<file path="src/rtl/imem_loader.sv">
// Instruction memory loader: assembles a framed little-endian byte stream into
// 32-bit instruction writes and holds the CPU until a checksum-verified image is resident.
module imem_loader #(
  parameter int DEPTH  = 128,
  parameter int ADDR_W = 7
) (
  input  logic              clk,
  input  logic              rst,
  input  logic              start,
  input  logic [7:0]        rx_data,
  input  logic              rx_valid,
  output logic              rx_ready,
  output logic              we,
  output logic [ADDR_W-1:0] waddr,
  output logic [31:0]       wdata,
  output logic              busy,
  output logic              done,
  output logic              error,
  output logic              cpu_hold,
  output logic [15:0]       words_loaded
);

  typedef enum logic [2:0] {
    ST_IDLE  = 3'd0,
    ST_LEN0  = 3'd1,
    ST_LEN1  = 3'd2,
    ST_DATA  = 3'd3,
    ST_WRITE = 3'd4,
    ST_CHECK = 3'd5,
    ST_DONE  = 3'd6,
    ST_ERR   = 3'd7
  } state_t;

  localparam logic [15:0]       DEPTH_W   = 16'(DEPTH);
  localparam logic [ADDR_W-1:0] LAST_ADDR = ADDR_W'(DEPTH - 1);

  state_t            state_r;
  state_t            state_s;
  logic [15:0]       len_r;
  logic [1:0]        idx_r;
  logic [7:0]        chk_r;
  logic [ADDR_W-1:0] waddr_r;
  logic [31:0]       wdata_r;
  logic [15:0]       words_r;
  logic              rx_ready_r;
  logic              we_r;
  logic              busy_r;
  logic              done_r;
  logic              error_r;
  logic              cpu_hold_r;
  logic              accept_s;
  logic [15:0]       len_full_s;

  function automatic logic [7:0] chk_fold(input logic [7:0] acc, input logic [7:0] b);
    return acc ^ b;
  endfunction

  assign accept_s   = rx_valid && rx_ready_r;
  assign len_full_s = {rx_data, len_r[7:0]};

  // Next-state decode of the frame parser.
  always_comb begin
    state_s = state_r;
    case (state_r)
      ST_IDLE, ST_DONE, ST_ERR: begin
        if (start) state_s = ST_LEN0;
        else       state_s = state_r;
      end
      ST_LEN0: begin
        if (accept_s) state_s = ST_LEN1;
        else          state_s = ST_LEN0;
      end
      ST_LEN1: begin
        if (accept_s) begin
          if (len_full_s == 16'd0)        state_s = ST_CHECK;
          else if (len_full_s > DEPTH_W)  state_s = ST_ERR;
          else                            state_s = ST_DATA;
        end else begin
          state_s = ST_LEN1;
        end
      end
      ST_DATA: begin
        if (accept_s && (idx_r == 2'd3)) state_s = ST_WRITE;
        else                             state_s = ST_DATA;
      end
      ST_WRITE: begin
        if ((words_r + 16'd1) == len_r) state_s = ST_CHECK;
        else                            state_s = ST_DATA;
      end
      ST_CHECK: begin
        if (accept_s) begin
          if (rx_data == chk_r) state_s = ST_DONE;
          else                  state_s = ST_ERR;
        end else begin
          state_s = ST_CHECK;
        end
      end
      default: state_s = ST_IDLE;
    endcase
  end

  // State register.
  always_ff @(posedge clk) begin
    if (rst) state_r <= ST_IDLE;
    else     state_r <= state_s;
  end

  // Status/handshake outputs are registered decodes of the upcoming state.
  always_ff @(posedge clk) begin
    if (rst) begin
      rx_ready_r <= 1'b0;
      we_r       <= 1'b0;
      busy_r     <= 1'b0;
      done_r     <= 1'b0;
      error_r    <= 1'b0;
      cpu_hold_r <= 1'b1;
    end else begin
      rx_ready_r <= (state_s == ST_LEN0) || (state_s == ST_LEN1) ||
                    (state_s == ST_DATA) || (state_s == ST_CHECK);
      we_r       <= (state_s == ST_WRITE);
      busy_r     <= (state_s == ST_LEN0) || (state_s == ST_LEN1) || (state_s == ST_DATA) ||
                    (state_s == ST_WRITE) || (state_s == ST_CHECK);
      done_r     <= (state_s == ST_DONE);
      error_r    <= (state_s == ST_ERR);
      cpu_hold_r <= (state_s != ST_DONE);
    end
  end

  // Length capture, word assembly, checksum and write address/count tracking.
  always_ff @(posedge clk) begin
    if (rst) begin
      len_r   <= 16'd0;
      idx_r   <= 2'd0;
      chk_r   <= 8'd0;
      waddr_r <= '0;
      wdata_r <= 32'd0;
      words_r <= 16'd0;
    end else begin
      case (state_r)
        ST_IDLE, ST_DONE, ST_ERR: begin
          if (start) begin
            len_r   <= 16'd0;
            idx_r   <= 2'd0;
            chk_r   <= 8'd0;
            waddr_r <= '0;
            words_r <= 16'd0;
          end
        end
        ST_LEN0: if (accept_s) len_r[7:0]  <= rx_data;
        ST_LEN1: if (accept_s) len_r[15:8] <= rx_data;
        ST_DATA: begin
          if (accept_s) begin
            wdata_r[{idx_r, 3'b000} +: 8] <= rx_data;
            chk_r <= chk_fold(chk_r, rx_data);
            idx_r <= idx_r + 2'd1;
          end
        end
        ST_WRITE: begin
          // Saturate so the address never points past the last memory word.
          if (waddr_r != LAST_ADDR) waddr_r <= waddr_r + ADDR_W'(1);
          words_r <= words_r + 16'd1;
          idx_r   <= 2'd0;
        end
        default: ;
      endcase
    end
  end

  assign rx_ready     = rx_ready_r;
  assign we           = we_r;
  assign waddr        = waddr_r;
  assign wdata        = wdata_r;
  assign busy         = busy_r;
  assign done         = done_r;
  assign error        = error_r;
  assign cpu_hold     = cpu_hold_r;
  assign words_loaded = words_r;

endmodule
</file>
<file path="config.mk">
export PLATFORM = sky130hd
export DESIGN_NAME = imem_loader
export DESIGN_NICKNAME = d
export VERILOG_FILES = /design/src/rtl/imem_loader.sv
export SDC_FILE = /design/constraint.sdc
export NUM_CORES = 1
export LEC_CHECK = 0
export ABC_CLOCK_PERIOD_IN_PS = 3900
export CORE_MARGIN = 4
export CORE_UTILIZATION = 29
export CTS_CLUSTER_SIZE = 20
export DETAILED_ROUTE_END_ITERATION = 7
export MAX_ROUTING_LAYER = met4
export PLACE_DENSITY = 0.51
export SLEW_MARGIN = 20
export SYNTH_ARGS = -nofsm -noshare
export SYNTH_HDL_FRONTEND = slang
export SYNTH_SLANG_ARGS = --single-unit
export TNS_END_PERCENT = 1
</file>
<file path="constraint.sdc">
create_clock -name clk -period 3.9 [get_ports clk]
set_clock_uncertainty 0.05 [all_clocks]
set_input_delay 0.585 -clock clk [delete_from_list [all_inputs] [get_ports clk]]
set_output_delay 0.585 -clock clk [all_outputs]
set_load 0.02 [all_outputs]
</file>
==> results list, run 1 <==
- Syn Inst Count: 581
- Hold path depth: 2
- First-pass GRT wire length: roughly 22,000 um
- For the pin with the worst max-slew slack, the measured transition is 1028 ps.
- The H-tree generated during clock tree synthesis spans 3 levels.
* Setup repair after global routing missed its margin: no
- Setup violations remaining at the end of the flow were counted as 0.
* Chain of cells forming the critical path: clkdlybuf4s50_1 > nor4_1 > nand2_1 > or3b_4 > a221oi_4 > nor2_2 > a211oi_2
- In the final layout, the share of cells above drive strength 1 is 0.06369.
- Of the post-synthesis cell area, the dominant cell type holds 0.3916.
- Clock slew seen by the registers of the worst setup and hold paths: 70 ps
- Post-CTS Hold Fix Bufs: 0
- The global routing stage identified its most utilized layer as met2.
- For this design the total switching power over the nets is 0.4709 mW.
- Status: completed
- Of all nets on the critical path, the largest fanout is 10.
- The number of antenna diodes in the final layout is 0.
* Critical path's largest stage delay: 680 ps
- For this design the top-level I/O count stands at 73.
* Global-route track usage on met1: 0.2032
- Netlist cell types: 61
- In the post-synthesis netlist, the cell with the most instances is dfxtp_1.
* Design area: 5751 um2
- Number of fill cells: ~1,600
- Hold Path Sink: wdata[2]$_SDFFE_PP0P_
* Number of failing hold endpoints at the final stage: 0
- In this run the critical register-to-register path is launched from words_loaded[0]$_SDFFE_PP0P_.
- Fin. max-slew vios: 0
- Across every metal layer, demand over resource in global routing totals 0.1549.
- Of all flip-flops after synthesis, the portion carrying an async set or reset was 0.
- Headroom to the max-slew limit came out at 0.3091.
- In the final design database the tool counted 642 nets.
- Together, buffers and inverters on the worst path number 1.
- Setup slack on the critical path of the routed design comes to 1212 ps.
* Clock tree from TritonCTS: built
- The final layout contains routed wiring with a total length of 13,260 um.
* RR Endpoint: state_r[1]$_SDFF_PP0_
- Routability congestion estimate: 0.8531
- For the finished layout, the period the worst path requires is between 2000 and 3000 ps.
- Post-Place Worst Slack: approximately 890 ps
- Met3 demand-to-capacity share in global routing: 0.03413
- Number of remaining DRC errors: 0
- Power comes to 2.067 mW.
- The floorplan step set the die width to 134.0 um.
- In the final timing run, aggregate negative setup slack is 0 ps.
* Nets in the synthesized netlist: 600
- Cell row count: 45
- P_int: 1.596 mW
* Leakage power: 1.887 nW
- FF-to-FF setup slack: around 1300 ps
- Overflow left after global routing: 0
- The worst setup path is launched from a primary input.
- The worst register-to-register path has a depth of 7.
* Required time at the worst-slack endpoint: 4110 ps
- Of the synthesized area, sequential elements account for 0.3916.
* Dominant synthesized flop cell: dfxtp_1
- Antenna violations before repair: 0
- Number of sinks on the clock net: 90
- During synthesis, Yosys emitted a total of 0 warnings.
- Of all cell types, the one taking the most synthesized area is dfxtp_1.
* Share of power burned in registers: 0.453
- Total number of cells along the worst setup path: 7
- For this configuration, the core starts out at a cell density of 0.2993.
- Clk_lat worst skew: 350 ps
- Min-delay worst type: flip-flop to flip-flop
- Maximum capacitance violations: 0
- In this run, CTS created clock tree buffers numbering 9.
* Routed len/inst: 15.81 um
- From synthesis to final layout, the design area changed by 24.99%.
- The detail route stage leaves a number of antenna-violating nets equal to 0.
- In this run the power density over the cells is 359.5 nW/um2.
* Cells resized by post-CTS repair: 0
- Grouping stages by cell kind, the critical path spends the most delay in simple AND/OR/NAND/NOR gates.
- Count of flip-flops with a built-in enable after synthesis: 0
- The total area inside the core boundary comes to 15,370 um2.
* Cell Area, Synth: roughly 4600 um2
- The worst setup path is captured at a flip-flop.
- Drt first pass iters: 5
- Avg Cell Area, Syn: a little under 8 um2
* Flip-flop and latch count after synthesis: 90
* Number of buffers between clock root and the deepest sink: 2
* Post-detailed-route via-to-cell ratio: 5.149
- Overall die area: between 15,000 and 20,000 um2
- The wire-length estimate of the detail-placed layout is approximately 9400 um.
* Post-CTS setup repair buffer count: 0
- Number of global-route vias before repair: between 4,000 and 5,000
* Launch point of the worst hold path: wdata[2]$_SDFFE_PP0P_
- Cells taking the most area after synthesis: dfxtp_1, a21oi_1, nand2_1, nor2_1, nand4_1
- The critical path is of the primary input to flip-flop type.
- The floorplan step set the die height to 134.0 um.
* Synth cell count leaders: dfxtp_1, a21oi_1, nand2_1
- In this run the clock root is driven by a clkbuf_16.
* Port Buffer Count: 72
- Dividing the final minimum period by the clock period gives 0.6892.
- Worst IR drop on VDD: 0.2927 mV
- The share of total power dissipated in combinational logic is 0.065.
- After the first detailed-routing iteration, the DRC count stood at 264.
- Worst EP arrival: 2900 ps
* Clk pwr share: 0.481
- Cell with the largest stage delay on the worst path: clkdlybuf4s50_1
* Post-layout utilization of the core: 0.3741
* Via count: 4,320
- After detailed placement, the total cell area comes to 5409 um2.
* Switching power share of the total: 0.2278
* Pin count of the biggest net entering global routing: 46
* M2 GR Usage: 0.2364
- Max Freq: 372.1 MHz
how the worst max path moves through the flow:
stage,start,end,slack [ps]
after floorplan,words_loaded[0]$_SDFFE_PP0P_,state_r[1]$_SDFF_PP0_,1540
after global placement,rx_data[6],busy$_SDFF_PP0_,1010
after detailed placement,rx_data[6],busy$_SDFF_PP0_,890
after CTS,rx_data[6],busy$_SDFF_PP0_,1250
after global routing,words_loaded[0]$_SDFFE_PP0P_,state_r[1]$_SDFF_PP0_,1040
final,rx_data[6],busy$_SDFF_PP0_,1210
registers in the layout, summed over array words and instances, names as in the netlist:
signal	flops
wdata	32
words_loaded	16
idx_r	2
chk_r	8
error	1
cpu_hold	1
len_r	16
rx_ready	1
state_r	3
waddr	7
we	1
busy	1
done	1
power by group through the flow:
stage | sequential [mW] | clock (mW) | combinational, mW
floorplan | 0.955 | 0 | 0.0949
global placement | 0.958 | 0 | 0.132
detailed placement | 0.958 | 0 | 0.135
CTS | 0.937 | 1.02 | 0.136
global route | 0.938 | 1.06 | 0.149
finish | 0.937 | 0.995 | 0.135
layer usage:
| layer | vias up | part of all wire |
|---|---|---|
| li1 | 2166 | - |
| met4 | 0 | 0.021 |
| met5 | - | 0 |
| met3 | 26 | 0.045 |
| met1 | 1999 | 0.48 |
| met2 | 129 | 0.45 |
through the flow:
step                hold slack (ps)  instances
CTS                           410.2        839
floorplan                     393.4        581
global placement              394.3        823
detailed placement            397.7        823
finish                        406.6        839
global route                  429.1        839
tightest hold or removal path, cell delays in order, from the launching register on:
cell	delay, ps
dfxtp_1	310
nand2_1	50
a21oi_1	50
final cells by class:
class                           count  area [um2]  share of cell area
Clock inverter                      7       116.4             0.02024
Timing Repair Buffer               77       753.2              0.1310
Sequential cell                    90        1802              0.3133
Clock buffer                        9       225.2             0.03916
Multi-Input combinational cell    435        2552              0.4439
Inverter                           10       37.54            0.006527
Tap cell                          211       264.0             0.04591
cells by family after synthesis:
logic type / count (synthesis) / share of synthesized area
muxes: 1 / 0.002176
adders and majority gates: 7 / 0.01904
buffers and inverters: 56 / 0.05521
xor gates and xnor gates: 31 / 0.05902
DFF: 90 / 0.3916
AOI/OAI and AO/OA: 143 / 0.1858
and+or+nand+nor: 253 / 0.2872
layout by cell type (no fill, tap or decap), types with 5 or more instances in the layout:
cell and count:
dfxtp_1 90, clkdlybuf4s50_1 71, nand3_1 23, buf_4 5
nor3_1 13, a21oi_1 74, nor3b_1 6, o21ai_0 30
nand2_1 69, nor2_1 53, nor4_1 10, nand3b_1 11
xor2_1 20, clkbuf_16 9, and3_1 7, xnor2_1 11
inv_1 10, a22oi_1 10, nand4_1 31, ha_1 7
Power figures use the tool's default switching activity.
==> run 2, diff against run 1 <==
--- a/config.mk
+++ b/config.mk
@@ -5,7 +5,7 @@
 export SDC_FILE = /design/constraint.sdc
 export NUM_CORES = 1
 export LEC_CHECK = 0
-export ABC_CLOCK_PERIOD_IN_PS = 3900
+export ABC_CLOCK_PERIOD_IN_PS = 2800
 export CORE_MARGIN = 4
 export CORE_UTILIZATION = 29
 export CTS_CLUSTER_SIZE = 20
==> constraint.sdc (replaced) <==
create_clock -name clk -period 2.8 [get_ports clk]
set_clock_uncertainty 0.05 [all_clocks]
set_input_delay 0.42 -clock clk [delete_from_list [all_inputs] [get_ports clk]]
set_output_delay 0.42 -clock clk [all_outputs]
set_load 0.02 [all_outputs]
==> run 2 against run 1 <==
Against the previous run:
- sequential share of layout area is 0.69 points lower
- die area stayed put
- setup slack worse by 830 ps
- register-to-register slack worse by 910 ps
- design area is 2.3% higher
- flip-flop and latch count stayed put
- critical path depth is 1 lower
==> results list, run 2 (synthesized netlist as in run 1, its figures left out) <==
- The total wire length after detailed routing came to 13,680 um (+3.1%).
- Maximum fanout count along the critical path: 13 (+3)
* Worst IR drop on VDD: 0.2696 mV (-7.9%)
* GRT Util Overall: 0.1611 (+0.006269)
- The placed wire-length estimate after detailed placement is 9937 um (+5.5%).
- Core Area: 15,370 um2 (unchanged)
- The count of vias placed by the detailed router was 4,421 (+2.3%).
* Pwr/cell area: 460.1 nW/um2 (+28%)
- Critical path start-end classification: flip-flop to flip-flop
- The clock buffer count from CTS is 9 (unchanged).
- The detailed-route wire length per cell is 15.87 um (+0.39%).
- Max Freq: 413.9 MHz
- Drt first pass iters: 4 (-1)
* Number of flip-flops under the largest register name: 32 (unchanged)
* Endpoint type of the worst setup path: flip-flop
- The library cell used most frequently in the layout, excluding fill and tap cells, is dfxtp_1.
- Post-CTS setup repair buffer count: 0 (unchanged)
* Count of final setup violators: 0 (unchanged)
- Post-detailed-route via-to-cell ratio: 5.129 (-0.39%)
* Effective utilization at floorplan: 0.2993 (unchanged)
- Die X: 134.0 um (unchanged)
- Antenna violations before repair: 0 (unchanged)
* Status: completed
- Worst-margin pin slew: 994.7 ps (-33.72 ps)
* Net total in the final layout: 668 (+4.0%)
* Overflow left after global routing: 0 (unchanged)
- The H-tree depth is 3 (unchanged).
- The share of layout cells above drive strength 1 is 0.09524 (+0.03154).
- Number of fill cells: 1,582 (-2.5%)
* Cells resized by post-CTS repair: 0 (unchanged)
- Setup crit start kind: flip-flop
- The max-cap check violation count was 0 (unchanged).
- The library cells used most frequently in the layout, excluding fill and tap cells, are dfxtp_1, a21oi_1, clkdlybuf4s50_1.
- Clk_lat worst skew: 340 ps (about the same)
- Final Power: 2.706 mW (+31%)
* Clock tree from TritonCTS: built
* Cells after DPL: 849 (+3.2%)
- The number of primary I/O pins came to 73 (unchanged).
* Iteration-0 DRC count of the detailed router: 263 (-0.38%)
- The DRC violations left came to 0 (unchanged).
- Number of sinks on the clock net: 90 (unchanged)
- The number of buffers added on ports is 72 (unchanged).
* Overall die area: 17,940 um2 (unchanged)
- First-pass GRT wire length: 22,720 um (+3.7%)
* Ratio of final minimum period to clock period: 0.8628
- P&R area growth vs syn: 27.82%
- The final hold violation count came to 0 (unchanged).
- Antenna violation net count after detailed routing: 0 (unchanged)
* Leakage power: 1.990 nW (+5.5%)
* FF-to-FF setup slack: 380 ps (-910 ps)
- The number of global-route vias before repair was 4,304 (+3.0%).
- Min-delay worst type: flip-flop to flip-flop
- Required time at the worst-slack endpoint: 2930 ps (-1180 ps)
- Setup repair after global routing left no endpoint under its margin.
* Height of the die: 134.0 um (unchanged)
- The setup TNS came to 0 ps (unchanged).
* ANT cells: 0 (unchanged)
* Post-CTS Hold Fix Bufs: 0 (unchanged)
- The number of max-slew violations in the final report is 0 (unchanged).
- The maximum buffer depth of the clock tree came to 2 (unchanged).
- Worst EP arrival: 2550 ps (-350 ps)
- Root Buffer: clkbuf_16
- The CTS clock-pin slew for the worst setup and hold paths came to 60 ps (about the same).
- Max-slew headroom at the worst pin: 0.3369 (+0.02775)
* Pin count of the biggest net entering global routing: 53 (+15%)
* Routability congestion estimate: 0.8353 (-2.1%)
- Shortest period the worst path allows: roughly 2400 ps
* Layout Cells excl Fill: 862 (+2.7%)
- Cell row count: 45 (unchanged)
==> run 2: changes by cell type in the layout (fill, tap and decap cells not counted) <==
cell	change
clkbuf_8	+1
buf_4	+26
bufinv_16	-2
inv_6	-1
nor3_1	+1
nor3_2	-1
clkinv_2	-1
==> run 2: per-layer routing <==
layer | vias up | part of all wire | track usage
met5 | - | 0 | -
met1 | 2085 | 0.47 | 0.2083
li1 | 2216 | - | -
met3 | 11 | 0.045 | 0.03788
met2 | 109 | 0.48 | 0.2563
met4 | 0 | 0.0094 | 0.03829
==> run 2: where the power goes <==
part           total (mW)  switching, mW  internal [mW]
Combinational       0.212          0.138         0.0740
Clock                1.19          0.493          0.699
Sequential           1.30         0.0122           1.29
Total                2.71          0.642           2.06
==> run 2: worst max-delay path: stages (launching register included) <==
cell	delay, ps
dfxtp_1	580
nand3_2	250
nor4_1	590
xnor2_1	180
o211ai_1	120
nor4b_2	330
o22ai_1	140
==> run 2: through the flow <==
stage	hold WS [ps]	setup slack, ps	instance area, um2	utilization
global placement	395.1	161.2	5599	0.3643
floorplan	393.4	443.5	4601	-
detailed placement	397.5	107.7	5599	0.3643
CTS	408.5	364.9	5881	0.3826
global route	430.8	101.5	5881	0.3826
finish	404.8	384.1	5881	0.3826
==> run 2: path summary, 6_finish.rpt <==
| check | startpoint | to | depth (start not counted) |
|---|---|---|---|
| min | wdata[12]$_SDFFE_PP0P_ | wdata[12]$_SDFFE_PP0P_ | 2 |
| max reg2reg | words_loaded[4]$_SDFFE_PP0P_ | state_r[1]$_SDFF_PP0_ | 6 |
| min reg2reg | wdata[12]$_SDFFE_PP0P_ | wdata[12]$_SDFFE_PP0P_ | 2 |
| max | words_loaded[4]$_SDFFE_PP0P_ | state_r[1]$_SDFF_PP0_ | 6 |
==> run 2: cell type report <==
cell class / count / area (um2) / area share
Clock buffer: 10 / 239.0 / 0.04064
Clock inverter: 3 / 42.54 / 0.007234
Inverter: 10 / 37.54 / 0.006383
Multi-Input combinational cell: 435 / 2547 / 0.4332
Sequential cell: 90 / 1802 / 0.3064
Tap cell: 211 / 264.0 / 0.04489
Timing Repair Buffer: 103 / 948.4 / 0.1613
==> run 3, diff against run 2 <==
--- a/config.mk
+++ b/config.mk
@@ -5,9 +5,10 @@
 export SDC_FILE = /design/constraint.sdc
 export NUM_CORES = 1
 export LEC_CHECK = 0
-export ABC_CLOCK_PERIOD_IN_PS = 2800
+export ABC_CLOCK_PERIOD_IN_PS = 2300
 export CORE_MARGIN = 4
 export CORE_UTILIZATION = 29
+export CTS_CLUSTER_DIAMETER = 200
 export CTS_CLUSTER_SIZE = 20
 export DETAILED_ROUTE_END_ITERATION = 7
 export MAX_ROUTING_LAYER = met4
==> constraint.sdc (replaced) <==
create_clock -name clk -period 2.3 [get_ports clk]
set_clock_uncertainty 0.05 [all_clocks]
set_input_delay 0.345 -clock clk [delete_from_list [all_inputs] [get_ports clk]]
set_output_delay 0.345 -clock clk [all_outputs]
set_load 0.02 [all_outputs]
==> run 3 against run 2 <==
Against the previous run:
- cell count grew 4.3%
- flip-flop and latch count is the same
- non-clock buffer count grew 34
- first-iteration DRC count shrank 19%
- critical endpoint unchanged
- largest cell class unchanged
- highest routed layer unchanged
==> results list, run 3 (synthesized netlist as in run 1, its figures left out) <==
- The setup slack on the worst flop-to-flop path came to 100 ps (-290 ps).
- Commonest cells after routing, fill and taps aside: dfxtp_1, a21oi_1, clkdlybuf4s50_1
- Antenna violation net count after detailed routing: 0 (unchanged)
* Most frequent standard cell in the layout excluding fill and tap cells: dfxtp_1
- The final period utilization was 0.9580 (+0.09521).
* Pwr/cell area: 535.1 nW/um2 (+16%)
- Number of top-level pins: 73 (unchanged)
* ANT cells: 0 (unchanged)
* Die X: 134.0 um (unchanged)
* TritonCTS Buffers: 9 (unchanged)
- Number of global-route vias before repair: 4,450 (+3.4%)
- The combined area of the multi-input logic cells is 2609 um2 (+2.4%).
* Number of buffers between clock root and the deepest sink: 2 (unchanged)
* Core Area: 15,370 um2 (unchanged)
- The total leakage power is 2.169 nW (+9.0%).
- Maximum capacitance violations: 0 (unchanged)
* GRT Util Overall: 0.1572 (-0.003931)
- Root Buffer: clkbuf_16
- Status: completed
- RR Endpoint: state_r[1]$_SDFF_PP0_
* Via count: 4,607 (+4.2%)
* Critical path start-end classification: flip-flop to flip-flop
* Routed len/inst: 15.38 um (-3.0%)
- The slew at the pin closest to its max-slew limit was 487.3 ps (-507.4 ps).
- Post-CTS Hold Fix Bufs: 0 (unchanged)
- Hold Path Sink: waddr[0]$_SDFFE_PP0P_
- Drt first pass iters: 4 (unchanged)
- Setup repair after global routing could not meet its margin everywhere.
- The maximum clock rate is 453.8 MHz (+9.6%).
- Worst hold margin: 392.5 ps (-12.36 ps)
- Design area: 6240 um2 (+6.1%)
* Worst IR drop on VDD: 0.3852 mV (+43%)
- The H-tree depth was 3 (unchanged).
- The total wire length after detailed routing came to 13,830 um (+1.1%).
- Launch point of the worst hold path: rst
- Clock slew seen by the registers of the worst setup and hold paths: 60 ps (about the same)
- The min-delay analysis places its worst path in the category primary input to flip-flop.
- Fraction of final layout cells with drive strength greater than 1: 0.1599 (+0.06465)
* Iteration-0 DRC count of the detailed router: 212 (-19%)
- Relative to the synthesized area, the layout overhead comes to 35.63%.
- Total half-perimeter wirelength after legalization and detailed placement: 10,090 um (+1.5%)
* Clk_lat worst skew: 350 ps (about the same)
- Footprint of the flip-flops and latches: 1813 um2 (+0.62%)
- FF-to-FF Start: words_loaded[2]$_SDFFE_PP0P_
- Shortest period the worst path allows: 2203 ps (-212.4 ps)
- Overflow left after global routing: 0 (unchanged)
- The pin count of the biggest net entering global routing came to 45 (-15%).
- The flip-flop count of the largest register after layout came to 32 (unchanged).
- Required time at the worst-slack endpoint: 2460 ps (-470 ps)
- Maximum fanout count along the critical path: 6 (-7)
- TritonCTS built the clock tree.
* Number of sinks on the clock net: 90 (unchanged)
- Worst EP arrival: 2360 ps (-190 ps)
- The number of max-slew violations in the final report is 0 (unchanged).
* Register-to-Register Path Depth: 10 (+4)
- Port Buffer Count: 72 (unchanged)
* Number of fill cells: 1,594 (+0.76%)
* Cell row count: 45 (unchanged)
- First-pass GRT wire length: 22,360 um (-1.6%)
- Hold path depth: 2 (unchanged)
- Max-slew headroom at the worst pin: 0.6752 (+0.3383)
- The final net count is 702 (+5.1%).
- The starting density of the core is 0.2993 (unchanged).
* Final Power: 3.339 mW (+23%)
- Overall die area: 17,940 um2 (unchanged)
- Routability congestion estimate: 0.8088 (-3.2%)
- Number of remaining DRC errors: 0 (unchanged)
- Total placed instance area: 5882 um2 (+5.1%)
* Setup crit start kind: flip-flop
* Antenna violations before repair: 0 (unchanged)
- The final hold violation count came to 0 (unchanged).
- Endpoint type of the worst setup path: flip-flop
- The count of endpoints failing setup in the final report came to 0 (unchanged).
- Post-detailed-route via-to-cell ratio: 5.125 (about the same)
* Height of the die: 134.0 um (unchanged)
==> run 3: area by class of cell <==
type | instances | share of cell area
Tap cell | 211 | 0.04231
Sequential cell | 90 | 0.2906
Multi-Input combinational cell | 435 | 0.4181
Timing Repair Buffer | 137 | 0.1969
Inverter | 10 | 0.006016
Clock buffer | 12 | 0.03790
Clock inverter | 4 | 0.008221
==> run 3: repair_timing <==
action | in CTS | in global routing
setup endpoints to repair | 2 | 4
pin swaps | 6 | 2
setup buffers | 0 | 0
gates resized for setup | 6 | 11
==> run 3: where the power goes <==
part	switching, mW	internal [mW]
logic	0.174	0.109
registers	0.0121	1.57
clock network	0.629	0.846
total	0.815	2.52
==> run 3: worst max-delay path, stage by stage (launching register included) <==
cell and delay [ps]:
dfxtp_4 370, buf_4 150, and4_4 180, buf_4 140, nand4_1 110, buf_4 160, nor2_1 50, a2111o_1 390
nor4b_2 240, buf_4 160, o22ai_1 70
==> run 3: worst max-delay path by stage <==
stage	slack (ps)	endpoint	start
floorplan	80	state_r[1]$_SDFF_PP0_	words_loaded[0]$_SDFFE_PP0P_
global placement	-230	cpu_hold$_SDFF_PP1_	rx_data[4]
detailed placement	-260	cpu_hold$_SDFF_PP1_	rx_data[4]
CTS	0.5	state_r[1]$_SDFF_PP0_	words_loaded[2]$_SDFFE_PP0P_
global route	-20	state_r[1]$_SDFF_PP0_	words_loaded[0]$_SDFFE_PP0P_
finish	100	state_r[1]$_SDFF_PP0_	words_loaded[2]$_SDFFE_PP0P_
==> run 3: per-stage QoR <==
step / setup slack, ps / utilization / setup TNS, ps / instances
2_1_floorplan: 82.98 / - / 0 / 581
3_3_place_gp: -229.6 / 0.3827 / -1077 / 883
3_5_place_dp: -264.8 / 0.3827 / -1332 / 883
4_1_cts: 0.5327 / 0.4028 / 0 / 899
5_1_grt: -21.62 / 0.4059 / -21.62 / 899
6_report: 96.54 / 0.4059 / 0 / 899
==> run 3: routing by layer <==
metal / GRT usage / vias to the layer above / part of all wire / wire [um]
met5: - / - / 0 / 0
met4: 0.04686 / 0 / 0.018 / 243
met3: 0.03488 / 20 / 0.045 / 625
met2: 0.2583 / 122 / 0.48 / 6572
met1: 0.1940 / 2180 / 0.46 / 6389
li1: - / 2285 / - / -
==> RTL change 1 (flow settings as in run 2) <==
Set the parameter `ADDR_W` to 6 (it was 7).
--- a/src/rtl/imem_loader.sv
+++ b/src/rtl/imem_loader.sv
@@ -3,5 +3,5 @@
 module imem_loader #(
   parameter int DEPTH  = 128,
-  parameter int ADDR_W = 7
+  parameter int ADDR_W = 6
 ) (
   input  logic              clk,
Ports: changed (resized waddr); port bits go from 73 to 72. No check against the original RTL was run, so the function may have changed too.
==> RTL change 1 against run 2 <==
Combinational power is 33% higher; via count is 1.1% higher; total power up 2.9%; sequential cell count decreased by 1; global-route usage up 0.14 points; worst hold slack got worse by 0.11 ns; worst setup slack improved by 0.034 ns; synthesized area shrank 0.11%; wire length increased by 1.6%; final area increased by 1.4%; maximum frequency increased by 1.4%; utilization rose by 0.53 points.
==> RTL change 1: results (changes against run 2) <==
stage	metric	value	unit	change
min_path	Worst Hold Path Cells	2		unchanged
layout	nets@finish	670		was 668
routing	TritonRoute pass-1 iters	5		was 4
pwr	Lkg Pwr	2.04	nW	was 1.99 nW
routing	Met1 Routed Length	6.31	mm	was 6.38 mm
routing	met3 WL	554	um	was 620 um
routing	metal2 WL	6.81	mm	was 6.55 mm
pwr	peak supply drop	0.301	mV	was 0.270 mV
placement	detailed placement HPWL	10.3	mm	was 9.94 mm
setup_path	Worst R2R Setup Slack	0.42	ns	was 0.38 ns
global_routing	overall routing resource usage	16.3	%	was 16.1%
synthesis	register area share after synthesis	38.8	%	was 39.2%
outcome	status	completed		unchanged
setup_path	CP arrival	2.57	ns	was 2.55 ns
min_path	Worst Hold Path EP	state_r[0]		was wdata[12]
placement	number of port buffers	71		was 72
setup_path	crit path max fanout	6		was 13
sta	relative slew slack	49.1	%	was 33.7%
setup_path	Register-to-Register Path Depth	7		was 6
clocking	Post-CTS Setup Bufs	0		unchanged
global_routing	first-pass GRT wire length	23.1	mm	was 22.7 mm
routing	number of DRC markers in iteration 0	271		was 263
min_path	min-delay worst type	input pin to flop		was flop to flop
synthesis	ys async rst share	0	%	unchanged
layout	share of cells above drive strength 1	10.8	%	was 9.52%
run	# Max-Cap Violations	0		unchanged
synthesis	top cells by area, synth	dfxtp_1, a21oi_1, nand2_1		unchanged
placement	GPL Wtd Cong	0.921		was 0.835
global_routing	largest net degree at the start of global routing	74		was 53
routing	vias post-DR	4470		was 4421
min_path	Hold Path Origin	rst		was wdata[12]
sta	Hold WS	0.297	ns	was 0.405 ns
setup_path	Reg-to-Reg Start	words_loaded[1]		was words_loaded[4]
synthesis	syn nets	593		was 600
synthesis	Synth top cells by count	dfxtp_1, a21oi_1, nand2_1, nor2_1, nand3_1		was dfxtp_1, a21oi_1, nand2_1, nor2_1, nand4_1
clocking	Clock transition at path regs	0.06	ns	about the same
layout	max FFs per register	32		unchanged
routing	WL/cell	16.0	um	was 15.9 um
layout	fill cell count	1590		was 1582
routing	DR top layer	met4		unchanged
placement	DP Area	5670	um^2	was 5600 um^2
synthesis	number of distinct library cells after synthesis	59		was 61
-- RTL change 1: critical path: stages, from the launching register on --
cell	delay, ns
dfxtp_1	0.43
ha_1	0.32
xnor3_1	0.17
nand3_1	0.08
a2111o_1	0.43
nor4_1	0.39
nand3_1	0.15
o221a_2	0.26
-- RTL change 1: report_power, final --
| group | switching [mW] | internal, mW | leakage, nW | total, mW |
|---|---|---|---|---|
| Sequential | 0.0157 | 1.28 | 0.718 | 1.30 |
| Combinational | 0.177 | 0.106 | 1.19 | 0.283 |
| Clock | 0.510 | 0.695 | 0.133 | 1.20 |
| Total | 0.702 | 2.08 | 2.04 | 2.78 |
-- RTL change 1: area by class of cell --
class,count,area [um^2],share of cell area (%)
multi-input cells,437,2630,44.1
flip-flops and latches,89,1780,29.9
repair buffers,105,961,16.1
well taps,211,264,4.43
clock buffers,12,236,3.97
clock inverters,4,53.8,0.902
inverters,9,33.8,0.567
-- RTL change 1: cells by family (layout without fill, tap and decap cells) --
kind of cell	after synthesis	in the layout	synth area share (%)
mux	2	2	0.544
buf+inv	48	130	4.03
compound gates	145	145	19.7
simple gates	253	253	29.0
flops	89	89	38.8
xor+xnor	30	30	6.02
fa+ha+maj	7	7	1.91
-- RTL change 1: metrics by stage --
stage / std cells / power (mW) / worst slack, ns
4_1_cts: 867 / 2.83 / 0.374
2_1_floorplan: 574 / 1.49 / 0.538
5_1_grt: 867 / 2.91 / 0.195
3_5_place_dp: 851 / 1.61 / 0.0673
6_report: 867 / 2.78 / 0.418
3_3_place_gp: 851 / 1.60 / 0.162
-- RTL change 1: per-layer routing --
layer | vias to the layer above | GRT usage, %
met5 | - | -
met4 | 0 | 4.51
met3 | 20 | 3.71
met2 | 94 | 26.9
met1 | 2120 | 20.0
li1 | 2236 | -
==> RTL change 2 (config.mk and constraints of run 2) <==
Made on the original files. The 8 states of `state_t` get a Gray code encoding in 3 bits.
--- a/src/rtl/imem_loader.sv
+++ b/src/rtl/imem_loader.sv
@@ -22,12 +22,12 @@
 
   typedef enum logic [2:0] {
-    ST_IDLE  = 3'd0,
-    ST_LEN0  = 3'd1,
-    ST_LEN1  = 3'd2,
-    ST_DATA  = 3'd3,
-    ST_WRITE = 3'd4,
-    ST_CHECK = 3'd5,
-    ST_DONE  = 3'd6,
-    ST_ERR   = 3'd7
+    ST_IDLE  = 3'b000,
+    ST_LEN0  = 3'b001,
+    ST_LEN1  = 3'b011,
+    ST_DATA  = 3'b010,
+    ST_WRITE = 3'b110,
+    ST_CHECK = 3'b111,
+    ST_DONE  = 3'b101,
+    ST_ERR   = 3'b100
   } state_t;
 
Behaviour: no difference found for any inputs over 10 cycles, from zero or initial values and one cycle with rst high; not proved beyond that.
==> RTL change 2 against run 2 <==
Final area rose by 0.47%; synthesized area fell by 2.1%; global-route usage fell by 0.65 points; highest routed layer unchanged; largest cell class unchanged; worst setup slack got worse by 0.21 ns; wire length fell by 4.1%; via count fell by 1.9%; total power rose by 6.8%; sequential cell count did not move.
==> RTL change 2: results (changes against run 2) <==
stage	metric	value	unit	change
min_path	Hold Path Origin	wdata[6]		was wdata[12]
pwr	Sw Ratio	22.6	%	was 23.7%
synthesis	number of distinct library cells after synthesis	53		was 61
clocking	Clock Tree Root	clkbuf_16		unchanged
layout	Multi-input comb cells	440		was 435
synthesis	Post-Syn Area per Cell	7.82	um^2	was 7.92 um^2
pwr	Internal	2.24	mW	was 2.06 mW
pwr	register share of total power	45.1	%	was 48.1%
synthesis	Synth top area share	40.0	%	was 39.2%
placement	DP Area	5570	um^2	was 5600 um^2
floorplan	total core area	15200	um^2	was 15400 um^2
layout	Multi-input gate area	2520	um^2	was 2550 um^2
synthesis	Synth top cells by count	dfxtp_1, nand2_1, a21oi_1, nand3_1, nor2_1		was dfxtp_1, a21oi_1, nand2_1, nor2_1, nand4_1
setup_path	Reg-to-Reg Start	words_loaded[5]		was words_loaded[4]
placement	GPL Wtd Cong	0.867		was 0.835
synthesis	top cells by area, synth	dfxtp_1, a21oi_1, nand2_1		unchanged
layout	ClkCell Share	5.68	%	was 4.79%
min_path	Worst Hold Path EP	wdata[6]		was wdata[12]
synthesis	mux contribution to synthesized area	1.11	%	was 0.218%
setup_path	Register-to-Register Path Depth	8		was 6
synthesis	syn nets	596		was 600
sta	Hold WS	0.404	ns	was 0.405 ns
routing	WL/cell	15.5	um	was 15.9 um
synthesis	Post-Synth XOR/XNOR Area	6.81	%	was 5.90%
routing	WL final	13.1	mm	was 13.7 mm
setup_path	CP peak stage delay	0.52	ns	was 0.59 ns
global_routing	first-pass GRT wire length	21.6	mm	was 22.7 mm
pwr	Comb group	0.207	mW	was 0.212 mW
sta	fmax	0.381	GHz	was 0.414 GHz
routing	TritonRoute pass-1 iters	5		was 4
global_routing	largest net degree at the start of global routing	40		was 53
layout	Non-clk bufs	108		was 103
outcome	status	completed		unchanged
synthesis	Synth Area in Compound Gates	15.0	%	was 18.6%
placement	pre-CTS setup slack	0.166	ns	was 0.108 ns
layout	multi-input combinational area share	42.6	%	was 43.3%
setup_path	reg2reg end	busy		was state_r[1]
setup_path	CP arrival	2.87	ns	was 2.55 ns
layout	clock buffers	11		was 10
sta	relative slew slack	47.1	%	was 33.7%
layout	Signal buf overhead	16.9	%	was 16.1%
global_routing	overall routing resource usage	15.5	%	was 16.1%
layout	fill cell count	1553		was 1582
pwr	peak supply drop	0.276	mV	was 0.270 mV
layout	nets@finish	674		was 668
routing	DR vias/cell	5.12		was 5.13
layout	share of cells above drive strength 1	10.0	%	was 9.52%
layout	sequential cell area	1800	um^2	about the same
synthesis	register area share after synthesis	40.0	%	was 39.2%
pwr	Lkg Pwr	2.03	nW	was 1.99 nW
placement	Placed Cells	831		was 849
setup_path	crit path max fanout	7		was 13
synthesis	adder-cell area share of the yosys netlist	2.22	%	was 1.90%
routing	number of DRC markers in iteration 0	351		was 263
-- RTL change 2: cell types whose count changed after synthesis, moves of 8 or more --
cell / change
nand3_1: +38
nand4_1: -21
xor2_1: -10
nand2_1: +14
a22oi_1: -8
xnor2_1: +14
-- RTL change 2: how the worst max path moves through the flow --
stage,from,end,depth (start not counted)
2_1_floorplan,words_loaded[0],we,9
3_3_place_gp,rx_data[5],busy,9
3_5_place_dp,rx_data[5],busy,9
4_1_cts,words_loaded[3],busy,7
5_1_grt,words_loaded[5],busy,7
6_report,words_loaded[5],busy,8
-- RTL change 2: routing by layer --
layer  wire [um]  up-vias  global-route usage [%]
met1        6240     2016                    19.4
met2        5950      122                    24.0
met3         573       32                    3.73
met4         352        0                    6.12
met5           0        -                       -
li1            -     2168                       -
-- RTL change 2: what timing repair did --
action | in CTS | in global routing
setup buffers | 0 | 0
hold endpoints to repair | 0 | 0
hold buffers | 0 | 0
setup endpoints to repair | 0 | 4
gates resized for setup | 0 | 1
